`src/rtl/branch_predictor.sv`:
```
// Fetch-side branch predictor: direct-mapped BTB with 2-bit saturating
// counters, trained from the resolved branch in EX. It also raises the
// mispredict/redirect to the PC mux and keeps saturating branch statistics.
module branch_predictor #(
  parameter int unsigned INDEX_BITS = 4,
  parameter int unsigned CNT_BITS   = 16
) (
  input  logic                clk,
  input  logic                rst_n,
  input  logic [31:0]         if_pc,
  output logic                pred_taken,
  output logic [31:0]         pred_target,
  input  logic                ex_valid,
  input  logic                ex_is_branch,
  input  logic                ex_stall,
  input  logic [31:0]         ex_pc,
  input  logic                ex_branch_taken,
  input  logic [31:0]         ex_target,
  input  logic                ex_pred_taken,
  input  logic [31:0]         ex_pred_target,
  output logic                mispredict,
  output logic [31:0]         redirect_pc,
  output logic [CNT_BITS-1:0] br_count,
  output logic [CNT_BITS-1:0] mispred_count
);

  localparam int unsigned ENTRIES  = 1 << INDEX_BITS;
  localparam int unsigned TAG_BITS = 32 - INDEX_BITS - 2;

  logic [ENTRIES-1:0]  valid_q;
  logic [TAG_BITS-1:0] tag_q    [ENTRIES];
  logic [31:0]         target_q [ENTRIES];
  logic [1:0]          ctr_q    [ENTRIES];

  logic [INDEX_BITS-1:0] if_idx;
  logic [INDEX_BITS-1:0] ex_idx;
  logic [TAG_BITS-1:0]   if_tag;
  logic [TAG_BITS-1:0]   ex_tag;
  logic                  if_hit;
  logic                  ex_hit;
  logic                  upd;

  assign if_idx = if_pc[INDEX_BITS+1:2];
  assign if_tag = if_pc[31:INDEX_BITS+2];
  assign ex_idx = ex_pc[INDEX_BITS+1:2];
  assign ex_tag = ex_pc[31:INDEX_BITS+2];

  // Zero-latency lookup for the fetch PC; valid bits are cleared by reset,
  // so a prediction is never made while rst_n is low.
  assign if_hit      = valid_q[if_idx] && (tag_q[if_idx] == if_tag);
  assign pred_taken  = if_hit && ctr_q[if_idx][1];
  assign pred_target = pred_taken ? target_q[if_idx] : (if_pc + 32'd4);

  // Resolve: only a valid, unstalled conditional branch outside reset counts.
  assign ex_hit      = valid_q[ex_idx] && (tag_q[ex_idx] == ex_tag);
  assign upd         = rst_n && ex_valid && ex_is_branch && !ex_stall;
  assign mispredict  = upd && ((ex_branch_taken != ex_pred_taken) ||
                               (ex_branch_taken && (ex_pred_target != ex_target)));
  assign redirect_pc = !mispredict     ? 32'd0 :
                       ex_branch_taken ? ex_target : (ex_pc + 32'd4);

  // BTB training; not-taken misses never allocate.
  always_ff @(posedge clk or negedge rst_n) begin
    if (!rst_n) begin
      valid_q <= '0;
      for (int i = 0; i < int'(ENTRIES); i++) begin
        tag_q[i]    <= '0;
        target_q[i] <= '0;
        ctr_q[i]    <= 2'b01;
      end
    end else if (upd) begin
      if (ex_hit) begin
        if (ex_branch_taken) begin
          if (ctr_q[ex_idx] != 2'b11) ctr_q[ex_idx] <= ctr_q[ex_idx] + 2'd1;
          target_q[ex_idx] <= ex_target;
        end else if (ctr_q[ex_idx] != 2'b00) begin
          ctr_q[ex_idx] <= ctr_q[ex_idx] - 2'd1;
        end
      end else if (ex_branch_taken) begin
        valid_q[ex_idx]  <= 1'b1;
        tag_q[ex_idx]    <= ex_tag;
        target_q[ex_idx] <= ex_target;
        ctr_q[ex_idx]    <= 2'b10;
      end
    end
  end

  // Saturating branch and misprediction statistics.
  always_ff @(posedge clk or negedge rst_n) begin
    if (!rst_n) begin
      br_count      <= '0;
      mispred_count <= '0;
    end else begin
      if (upd && (br_count != {CNT_BITS{1'b1}}))
        br_count <= br_count + CNT_BITS'(1);
      if (mispredict && (mispred_count != {CNT_BITS{1'b1}}))
        mispred_count <= mispred_count + CNT_BITS'(1);
    end
  end

endmodule

```
`config.mk`:
```
export PLATFORM = sky130hd
export DESIGN_NAME = branch_predictor
export DESIGN_NICKNAME = d
export VERILOG_FILES = /design/src/rtl/branch_predictor.sv
export SDC_FILE = /design/constraint.sdc
export NUM_CORES = 2
export LEC_CHECK = 0
export ABC_AREA = 1
export ABC_CLOCK_PERIOD_IN_PS = 3730
export BUFFER_PORTS_ARGS = -buffer_cell sky130_fd_sc_hd__buf_2
export CAP_MARGIN = 20
export CORE_UTILIZATION = 30
export CTS_CLUSTER_DIAMETER = 150
export DETAILED_ROUTE_END_ITERATION = 10
export SYNTH_ARGS = -nofsm -noshare
export SYNTH_HDL_FRONTEND = slang
export SYNTH_SLANG_ARGS = --single-unit
```
`constraint.sdc`:
```
create_clock -name clk -period 3.73 [get_ports clk]
set_clock_uncertainty 0.2 [all_clocks]
set_input_delay 0.5595 -clock clk [delete_from_list [all_inputs] [get_ports clk]]
set_output_delay 0.5595 -clock clk [all_outputs]
set_load 0.01 [all_outputs]
```
==> results.rst <==
.. list-table::
   :header-rows: 1

   * - Metric
     - Value
   * - Outcome
     - complete, but fails checks
   * - Violations in the final reports
     - setup timing
   * - Starting density of the core
     - 0.303
   * - Cell row count
     - 155
   * - Fin. max-slew vios
     - 0
   * - Latest clock arrival within the worst-skew pair
     - 0.80 ns
   * - Synth-to-layout area growth
     - 23.4%
   * - Top Ports
     - 233
   * - Final worst-path cycle share
     - 1.08
   * - Ranking of synthesized cells by instance count
     - 2,157 x nand2_1, 1,366 x o21ai_0, 992 x dfrtp_1
   * - Die area
     - 182,000 sq um
   * - Xor and xnor area share after synthesis
     - 0.0163
   * - Core region area
     - 179,000 sq um
   * - Maximum number of pins on one net before global-route repair
     - 150
   * - Placement Cell Area
     - 61,400 sq um
   * - Synthesized-area fraction occupied by ao, oa, aoi and oai cells
     - 0.187
   * - Most frequent cell after synthesis
     - nand2_1
   * - Start point of the worst hold path
     - ex_pc[26]
   * - Via total after detailed routing
     - 54,000
   * - Synthesized area divided by synthesized cell count
     - 7.26 sq um
   * - Critical Path Fanout Max
     - 5
   * - Total global-route track usage
     - 0.247
   * - Number of warnings reported in the yosys synthesis log
     - 0
   * - Post-synthesis simple-gate area fraction
     - 0.241
   * - Startpoint of the worst register-to-register path
     - tag_q[370]
   * - Setup TNS Final
     - -6.71 ns
   * - Final Hold Viols
     - 0
   * - Share of synthesized area occupied by flip-flops and latches
     - 0.465
   * - P_sw
     - 8.40 mW
   * - Worst Path Arrival
     - 3.26 ns
   * - Overflow left after global routing
     - 0
   * - Peak supply drop
     - 0.378 mV
   * - Multiplexer share of the synthesized area
     - 0.000208
   * - X dimension of the die
     - 427 microns
   * - Final weighted congestion of routability-driven global placement
     - 1.01
   * - Worst rel slew slack
     - 0.332
   * - Min Hold Slack
     - 0.0697 ns
   * - Class of the worst hold path
     - in2reg
   * - Setup slack after layout
     - -0.287 ns
   * - EDFF count, synth
     - 0
   * - Number of CTS-inserted buffers
     - 113
   * - Number of filler instances in the final layout
     - 18,300
   * - Slew of the pin with the lowest slew margin
     - 1.00 ns
   * - Post-layout min period
     - 4.02 ns
   * - Antenna-violating nets left
     - 0
   * - Reg power frac
     - 0.419
   * - Endpoint kind of the worst setup timing path
     - output port
   * - Startpoint types
     - flop
   * - Average wire per cell in the routed design
     - 22.6 microns
   * - Family of cells with the greatest summed delay on the critical path
     - simple AND/OR/NAND/NOR gates
   * - Total of buffers placed on input and output ports
     - 232
   * - Crit path from
     - tag_q[387]
   * - Highest attainable clock frequency
     - 249 MHz
   * - Starting DRT DRC Count
     - 5,950
   * - Startpoint-to-endpoint class of the critical path
     - reg2out
   * - Worst path required time
     - 2.97 ns
   * - Buffers plus inverters on the worst setup path
     - 6
   * - Wire length of the first global-routing pass
     - 337,000 microns
   * - Post-synth ARST share
     - 1.00
   * - Layout cell share with drive strength beyond 1
     - 0.162
   * - Cell count after synthesis
     - 7,469
   * - Largest area contributor in the synthesized netlist
     - dfrtp_1
   * - Worst path cell trace
     - inv_2 -> a21oi_2 -> o21ai_1 -> nand3_1 -> nand3_2 -> buf_6 -> nand4_1 -> nand4_1 -> or2_1 -> nor2_2 -> nand2_4 -> nor2_4 -> buf_12 -> buf_12 -> buf_16 -> nand2_2 -> nand2_1 -> buf_2
   * - Proportion of power drawn by the clock network
     - 0.423
   * - Combinational family with the most area after synthesis
     - simple AND/OR/NAND/NOR gates
   * - Internal portion of total power
     - 20.3 mW
   * - Power Density
     - 429 nW/um^2
   * - Total routed wirelength
     - 231,000 microns
   * - TritonCTS clock tree
     - yes
   * - Net count after synthesis
     - 7,613
   * - Peak per-stage delay on the critical path
     - 0.34 ns
   * - Syn Std Cell Area
     - 54,200 sq um
   * - MaxCap Viol Count
     - 0
   * - Initial antenna violation count
     - 7
   * - Clock buffer depth
     - 3
   * - Sink Count
     - 1,008
   * - Post-CTS clock slew at the launch and capture registers of the worst setup and hold paths
     - 0.06 ns
   * - Adder and majority gate portion of the synthesized area
     - 0.00208
   * - #FFs+latches synth
     - 1,008
   * - Clock root cell
     - clkbuf_16
   * - Net total in the final layout
     - 7,930
   * - Number of DRC violations after detailed routing
     - 0
   * - Comb power frac
     - 0.157
   * - Yosys top cell area share
     - 0.458
   * - Number of global-route vias before repair
     - 50,600
   * - HPWL Detailed
     - 158,000 microns
   * - Height of the die
     - 427 microns
   * - Most common flop cell mapped by yosys
     - dfrtp_1
   * - Ranking of synthesized cells by area
     - dfrtp_1 46%, nand2_1 15%, o21ai_0 13%, inv_1 4.0%, nand3_1 3.9%
   * - Static power due to leakage
     - 31.0 nW
   * - Netlist cell types
     - 48
   * - Slowest-stage cell, CP
     - dfrtp_1
   * - Number of iterations in the first detailed-routing pass
     - 6
   * - Vias per std cell
     - 5.27
   * - Net switching share of the total power
     - 0.293
   * - Final instance area
     - 66,900 sq um
   * - Setup repair after global routing missed its margin
     - true
   * - Setup-failing EPs final
     - 30
   * - H-Tree Level Count
     - 3
-- tightest hold or removal path, stage by stage --
cell and delay (ns):
buf_2 0.13, inv_1 0.17, a21oi_1 0.09
-- path summary, 6_finish.rpt --
path                                  end  cells past startpoint  slack [ns]
setup / recovery           pred_target[0]                     18       -0.29
hold / removal                 tag_q[150]                      3        0.07
setup reg to reg               tag_q[402]                     19        0.47
hold reg to reg                 ctr_q[26]                      2        0.26
max in group asynchronous    target_q[36]                      5        1.13
min in group asynchronous       tag_q[12]                      3        0.22
-- layer usage --
| layer | wire length [microns] | share of wire | vias to the layer above | GRT usage |
|---|---|---|---|---|
| met1 | 90200 | 0.39 | 26000 | 0.309 |
| met2 | 104000 | 0.45 | 2473 | 0.387 |
| met4 | 19400 | 0.084 | 2 | 0.183 |
| met5 | 19 | 0.000082 | - | 0 |
| met3 | 17500 | 0.076 | 557 | 0.0391 |
| li1 | - | - | 25000 | - |
-- state kept, by name, summed over array words and instances (netlist names) --
signal and count:
mispred_count 16, valid_q 16, tag_q 416, target_q 512
ctr_q 32, br_count 16
-- cells by family (layout without fill, tap and decap cells) --
logic type	Yosys count	count (layout)
AOI/OAI and AO/OA	1932	1932
xor gates and xnor gates	101	101
adders and majority gates	9	9
buffers and inverters	1173	1584
DFF	1008	1008
muxes	1	1
other	0	5
and+or+nand+nor	3245	3245
-- final cells by class --
type	count	area [sq um]	area share
Tap cell	2355	2950	0.0440
Sequential cell	1008	25200	0.377
Multi-Input combinational cell	5288	25200	0.377
Antenna cell	5	12.5	0.000187
Inverter	591	2270	0.0339
Clock buffer	172	3410	0.0510
Timing Repair inverter	1	11.3	0.000168
Clock inverter	37	681	0.0102
Timing Repair Buffer	783	7110	0.106
-- metrics by stage --
step	instances	total power, mW	setup WS [ns]	util
5_1_grt	10200	29.8	-0.448	0.374
6_report	10200	28.7	-0.287	0.374
2_1_floorplan	7469	14.3	0.206	-
3_5_place_dp	9991	16.5	-0.442	0.343
4_1_cts	10200	28.7	-0.269	0.369
3_3_place_gp	9991	16.5	-0.437	0.343
-- power by group through the flow --
stage                     Sequential (mW)  Combinational, mW  Clock, mW
after floorplan                      12.1               2.24          0
after detailed placement             12.2               4.30          0
after global placement               12.2               4.27          0
after global routing                 12.1               4.93       12.8
after CTS                            12.0               4.36       12.4
final                                12.0               4.52       12.2
-- repair_timing --
action,in CTS,in global routing
pin swaps,13,57
endpoints found under the setup margin,55,45
endpoints found under the hold margin,28,0
hold buffers,2,0
gates resized for setup,99,241
setup buffers,7,20
cloned,3,6
-- placed cells by master (no fill, tap or decap), drive strengths merged, types with 2 or more instances in the layout --
master	n
o221ai	44
a211oi	19
o21bai	4
o21ai	1481
o211ai	39
o22ai	89
dfrtp	992
or2	10
clkinv	29
clkbuf	178
xor2	75
xnor2	26
bufinv	12
nand3b	6
a31oi	8
a22o	2
a21oi	237
a221oi	5
nor2	526
dlygate4sd3	2
clkinvlp	2
nand3	423
diode	5
ha	9
nor3	33
buf	775
and3	5
nand4	66
inv	586
nor4	12
nand2	2160
dfstp	16
Note: power is estimated with default switching activity, not from simulation.
